<file path="src/rtl/axi_lite_pkg.sv">
// Shared AXI-Lite definitions: response codes and the master's state encoding.
package axi_lite_pkg;

    localparam logic [1:0] RESP_OKAY   = 2'b00;
    localparam logic [1:0] RESP_EXOKAY = 2'b01;
    localparam logic [1:0] RESP_SLVERR = 2'b10;
    localparam logic [1:0] RESP_DECERR = 2'b11;

    typedef enum logic [2:0] {
        IDLE    = 3'd0,
        WR_REQ  = 3'd1,
        WR_RESP = 3'd2,
        RD_REQ  = 3'd3,
        RD_DATA = 3'd4,
        RSP     = 3'd5
    } state_e;

endpackage

</file>
<file path="src/rtl/axi_lite_master.sv">
// Single-outstanding AXI-Lite initiator with a stall watchdog.
//
// state   | meaning
// --------+-----------------------------------------------------------
// IDLE    | cmd_ready high, waiting for a command
// WR_REQ  | awvalid/wvalid up; each drops after its own handshake
// WR_RESP | bready high, waiting for bvalid
// RD_REQ  | arvalid up until arready
// RD_DATA | rready high, waiting for rvalid
// RSP     | rsp_valid high with stable fields until rsp_ready
module axi_lite_master
    import axi_lite_pkg::*;
#(
    parameter int ADDR_W  = 32,
    parameter int DATA_W  = 32,
    parameter int TIMEOUT = 256
) (
    input  logic              clk,
    input  logic              reset_n,
    input  logic              cmd_valid,
    output logic              cmd_ready,
    input  logic              cmd_write,
    input  logic [ADDR_W-1:0] cmd_addr,
    input  logic [DATA_W-1:0] cmd_wdata,
    output logic              rsp_valid,
    input  logic              rsp_ready,
    output logic              rsp_write,
    output logic [DATA_W-1:0] rsp_rdata,
    output logic [1:0]        rsp_resp,
    output logic              timeout_err,
    output logic [ADDR_W-1:0] awaddr,
    output logic              awvalid,
    input  logic              awready,
    output logic [DATA_W-1:0] wdata,
    output logic              wvalid,
    input  logic              wready,
    input  logic [1:0]        bresp,
    input  logic              bvalid,
    output logic              bready,
    output logic [ADDR_W-1:0] araddr,
    output logic              arvalid,
    input  logic              arready,
    input  logic [DATA_W-1:0] rdata,
    input  logic [1:0]        rresp,
    input  logic              rvalid,
    output logic              rready
);

    localparam int               CNT_W    = $clog2(TIMEOUT + 1);
    localparam logic [CNT_W-1:0] WDOG_MAX = CNT_W'(TIMEOUT);

    state_e            state_q, state_d;
    logic [ADDR_W-1:0] awaddr_q, awaddr_d;
    logic [ADDR_W-1:0] araddr_q, araddr_d;
    logic [DATA_W-1:0] wdata_q, wdata_d;
    logic [DATA_W-1:0] rdata_q, rdata_d;
    logic [1:0]        resp_q, resp_d;
    logic              write_q, write_d;
    logic              aw_done_q, aw_done_d;
    logic              w_done_q, w_done_d;
    logic [CNT_W-1:0]  wdog_q, wdog_d;
    logic              timeout_q, timeout_d;

    logic cmd_accept;
    logic aw_hs;
    logic w_hs;
    logic bus_wait;

    // cmd_ready is also gated by reset so it reads 0 while reset is held.
    assign cmd_ready  = (state_q == IDLE) && reset_n;
    assign cmd_accept = cmd_valid && cmd_ready;

    assign awvalid = (state_q == WR_REQ) && !aw_done_q;
    assign wvalid  = (state_q == WR_REQ) && !w_done_q;
    assign bready  = (state_q == WR_RESP);
    assign arvalid = (state_q == RD_REQ);
    assign rready  = (state_q == RD_DATA);
    assign aw_hs   = awvalid && awready;
    assign w_hs    = wvalid && wready;

    assign bus_wait = (state_q == WR_REQ) || (state_q == WR_RESP) ||
                      (state_q == RD_REQ) || (state_q == RD_DATA);

    assign rsp_valid   = (state_q == RSP);
    assign rsp_write   = write_q;
    assign rsp_rdata   = rdata_q;
    assign rsp_resp    = resp_q;
    assign timeout_err = timeout_q;
    assign awaddr      = awaddr_q;
    assign wdata       = wdata_q;
    assign araddr      = araddr_q;

    // Next-state decode
    always_comb begin
        state_d = state_q;
        case (state_q)
            IDLE:    if (cmd_accept) state_d = cmd_write ? WR_REQ : RD_REQ;
            WR_REQ:  if ((aw_done_q || aw_hs) && (w_done_q || w_hs)) state_d = WR_RESP;
            WR_RESP: if (bvalid) state_d = RSP;
            RD_REQ:  if (arready) state_d = RD_DATA;
            RD_DATA: if (rvalid) state_d = RSP;
            RSP:     if (rsp_ready) state_d = IDLE;
            default: state_d = IDLE;
        endcase
    end

    // Command capture, per-channel handshake tracking and response capture
    always_comb begin
        awaddr_d  = awaddr_q;
        araddr_d  = araddr_q;
        wdata_d   = wdata_q;
        rdata_d   = rdata_q;
        resp_d    = resp_q;
        write_d   = write_q;
        aw_done_d = aw_done_q;
        w_done_d  = w_done_q;
        if (cmd_accept) begin
            write_d   = cmd_write;
            rdata_d   = '0;
            resp_d    = RESP_OKAY;
            aw_done_d = 1'b0;
            w_done_d  = 1'b0;
            if (cmd_write) begin
                awaddr_d = cmd_addr;
                wdata_d  = cmd_wdata;
            end else begin
                araddr_d = cmd_addr;
            end
        end
        if (aw_hs) aw_done_d = 1'b1;
        if (w_hs)  w_done_d  = 1'b1;
        if ((state_q == WR_RESP) && bvalid) resp_d = bresp;
        if ((state_q == RD_DATA) && rvalid) begin
            rdata_d = rdata;
            resp_d  = rresp;
        end
    end

    // Watchdog: restarts on every state change, saturates, never aborts the transfer
    always_comb begin
        wdog_d    = wdog_q;
        timeout_d = timeout_q;
        if (state_d != state_q) begin
            wdog_d = '0;
        end else if (bus_wait && (wdog_q != WDOG_MAX)) begin
            wdog_d = wdog_q + CNT_W'(1);
        end
        if (cmd_accept) begin
            timeout_d = 1'b0;
        end else if (bus_wait && (wdog_d == WDOG_MAX)) begin
            timeout_d = 1'b1;
        end
    end

    // State and datapath registers
    always_ff @(posedge clk or negedge reset_n) begin
        if (!reset_n) begin
            state_q   <= IDLE;
            awaddr_q  <= '0;
            araddr_q  <= '0;
            wdata_q   <= '0;
            rdata_q   <= '0;
            resp_q    <= RESP_OKAY;
            write_q   <= 1'b0;
            aw_done_q <= 1'b0;
            w_done_q  <= 1'b0;
            wdog_q    <= '0;
            timeout_q <= 1'b0;
        end else begin
            state_q   <= state_d;
            awaddr_q  <= awaddr_d;
            araddr_q  <= araddr_d;
            wdata_q   <= wdata_d;
            rdata_q   <= rdata_d;
            resp_q    <= resp_d;
            write_q   <= write_d;
            aw_done_q <= aw_done_d;
            w_done_q  <= w_done_d;
            wdog_q    <= wdog_d;
            timeout_q <= timeout_d;
        end
    end

endmodule

</file>
<file path="config.mk">
export PLATFORM = sky130hd
export DESIGN_NAME = axi_lite_master
export DESIGN_NICKNAME = d
export VERILOG_FILES = /design/src/rtl/axi_lite_pkg.sv /design/src/rtl/axi_lite_master.sv
export SDC_FILE = /design/constraint.sdc
export NUM_CORES = 1
export LEC_CHECK = 0
export ABC_CLOCK_PERIOD_IN_PS = 2510
export BUFFER_PORTS_ARGS = -buffer_cell sky130_fd_sc_hd__buf_2
export CAP_MARGIN = 20
export CORE_MARGIN = 2
export CORE_UTILIZATION = 48
export CTS_CLUSTER_SIZE = 28
export DETAILED_ROUTE_END_ITERATION = 16
export PLACE_DENSITY = 0.84
export RECOVER_POWER = 25
export SYNTH_ARGS = -nofsm -noshare
export SYNTH_HDL_FRONTEND = slang
export SYNTH_SLANG_ARGS = --single-unit
</file>
<file path="constraint.sdc">
create_clock -name clk -period 2.51 [get_ports clk]
set_input_delay 0 -clock clk [delete_from_list [all_inputs] [get_ports clk]]
set_output_delay 0 -clock clk [all_outputs]
set_load 0.03 [all_outputs]
</file>
==> impl_metrics.ini <==
[grt]
grtUsageTotal_pct = 28.0
grt_pass1_vias = 5430
gr-usage-met2_pct = 49.9
grt_use_met3_pct = 9.37
grt_overflow_total = 0
grt_max_degree = 68
grtUsageMet1_pct = 30.2
busiest_layer = met2
grt_pass1_wl_um = 27800
antenna_found_initial = 0

[detailed_routing]
ant_nets = 0
routed_wl_um = 17800
via_per_inst = 5.32
post_drt_wl_per_cell_um = 19.2
drt-initial-drc-count = 308
drc = 0
drtPass1Iterations = 4
vias = 4924

[sta]
finalClockSkew_ns = 0.0138
slew_viol_final = 0
fin_crit_sh_pct = 93.3
period_minus_slack_ns = 2.34
final-setup-viol-count = 0
whs_ns = 0.0438
clock.fmax_mhz = 427
worst_pin_slew_ns = 0.851
grt_setup_unrepaired = false
slew_headroom_pct = 43.1
hold_viol = 0
tns_ns = 0

[hold_path]
hold_path_startpoint = bvalid
hold_path.class = input port to register

[clock_network]
htree_levels = 4
numCtsBuffers = 17
clock_latency_ns = 0.42
clock_sinks = 146
clk_pin_slew_ns = 0.06
cts-root-buf = clkbuf_16
cts_max_path_buffers = 2
cts_tree = built

[yosys]
syn_inst = 403
synthFlopType = dfrtp_1
syn_avg_cell_area_um2 = 14.4
yosysWarnings = 0
syn-num-nets = 515
synth_seq_cells = 146
async_flop_share_pct = 100
syn_area_mm2 = 0.00582
synth.distinct_cells = 44
synth_edf_count = 0
ys_seq_area_share_pct = 62.7

[die]
ios = 249
core-area_mm2 = 0.0119
row_count = 40
die_h_um = 114
die_x_um = 114
initial_core_util_pct = 48.9
die-area_mm2 = 0.0130

[worst_setup_path]
worst_path_largest_cell_delay_ns = 0.59
cp-start-kind = input port
crit_chain = dlygate4sd3_1, dlygate4sd3_1, buf_6, nor4b_4, nand2_1, nor2_4, a2111oi_4, mux2i_4, o41ai_2
crit_required_ns = 2.82
worst-setup-path-type = input port to register
cp_slowest_cell = dlygate4sd3_1
worstPathMaxFanout = 11
cp-startpoint = reset_n
worst_ep_arrival_time_ns = 2.65
end_kind = register
reg2reg_from = state_q[0]$_DFF_PN0_
cpMostUsedCell = dlygate4sd3_1

[finish]
layout_common_cells = 147 x buf_2, 146 x dfrtp_1, 110 x dlygate4sd3_1, 100 x clkbuf_1, 97 x mux2_2
layout_commonest_cell = buf_2
diodes = 0
synthToLayoutAreaGrowth_pct = 51.4
layout-drive-gt1-share_pct = 38.3
nets = 877

[pwr]
max-vdd-ir-drop_mv = 0.930
p_leak_nw = 4.14
pwr_density_cell_mw_per_mm2 = 1310

[place]
port_buffers = 248
gp_congestion = 0.872
dp_hpwl_um = 10200

[status]
status = complete, no violations

[flow_run]
max_cap_viol_count = 0
[metal layers]
metal  vias to the layer above  wire length, um
met2                       246             9390
met4                         0              606
met3                        51             1280
met5                         -                0
met1                      2450             6520
li1                       2177                -
[critical path: cells and delay by family]
family          cells  cell delay, ns
buf+inv             3            1.29
compound gates      2            0.75
simple gates        3            0.40
mux                 1            0.20
[per-stage QoR]
step                area [um^2]  std cells  setup WS, ns  util (%)  power [mW]
floorplan                  5820        403        0.0305         -        7.31
global placement           7250        783         0.420      60.9        8.70
detailed placement         7250        783         0.344      60.9        8.90
CTS                        8930        925         0.156      74.9        11.6
global route               8810        925        0.0922      74.0        12.0
finish                     8810        925         0.169      74.0        11.5
[final cells by class]
class	count	area, um^2
Clock buffer	19	453
Clock inverter	13	123
Fill cell	793	3100
Inverter	8	30.0
Multi-Input combinational cell	228	2080
Sequential cell	146	3650
Tap cell	147	184
Timing Repair Buffer	364	2290
[where the power goes]
part	internal, mW	total [mW]	switching [mW]
Combinational	1.67	5.02	3.35
Sequential	3.35	4.04	0.698
Clock	1.43	2.45	1.02
Total	6.44	11.5	5.06
[state kept, by name, indices dropped and copies added (netlist names)]
| name | count |
|---|---|
| araddr | 32 |
| awaddr | 32 |
| rsp_rdata | 32 |
| wdata | 32 |
| wdog_q | 9 |
| state_q | 3 |
| rsp_resp | 2 |
| aw_done_q | 1 |
| rsp_write | 1 |
| timeout_err | 1 |
| w_done_q | 1 |
[cell families after synthesis]
| logic type | after synthesis | share of synthesized area (%) |
|---|---|---|
| and+or+nand+nor | 65 | 6.12 |
| AOI/OAI and AO/OA | 51 | 7.52 |
| adders and majority gates | 2 | 0.430 |
| DFF | 146 | 62.7 |
| buffers and inverters | 29 | 2.21 |
| xor gates and xnor gates | 11 | 1.65 |
| muxes | 99 | 19.3 |
[final timing paths]
path                                           endpoint  slack (ns)  depth (start not counted)
min in group asynchronous         wdata[11]$_DFFE_PN0P_        0.53                          3
worst max-delay path            timeout_err$_DFFE_PN0P_        0.17                          9
worst min register to register    rsp_write$_DFFE_PN0P_        0.49                          2
worst min-delay path               state_q[1]$_DFF_PN0_        0.04                          3
max in group asynchronous         wdata[13]$_DFFE_PN0P_        0.53                          4
worst max register to register  timeout_err$_DFFE_PN0P_        0.29                          6
[cell usage after synthesis, types with 2 or more instances]
| master | instances | area [um^2] |
|---|---|---|
| a21oi_1 | 5 | 25.0 |
| a22o_1 | 32 | 280 |
| a32oi_1 | 2 | 17.5 |
| and2_1 | 2 | 12.5 |
| buf_2 | 10 | 50.1 |
| clkbuf_1 | 10 | 37.5 |
| dfrtp_1 | 146 | 3650 |
| ha_1 | 2 | 25.0 |
| inv_1 | 7 | 26.3 |
| mux2_2 | 97 | 1090 |
| nand2_1 | 16 | 60.1 |
| nand3_1 | 3 | 15.0 |
| nand4_1 | 4 | 25.0 |
| nor2_1 | 21 | 78.8 |
| nor3_1 | 2 | 10.0 |
| nor3b_1 | 3 | 22.5 |
| o21ai_0 | 3 | 15.0 |
| or3_1 | 3 | 18.8 |
| xnor2_1 | 9 | 78.8 |
| xor2_1 | 2 | 17.5 |
[what timing repair did]
action | CTS | global route
setup endpoints to repair | 0 | 1
hold endpoints to repair | 214 | 0
resized for setup | 0 | 1
buffers inserted | 0 | 0
hold buffers | 110 | 0
No activity file was read; power rests on OpenSTA's default activity.
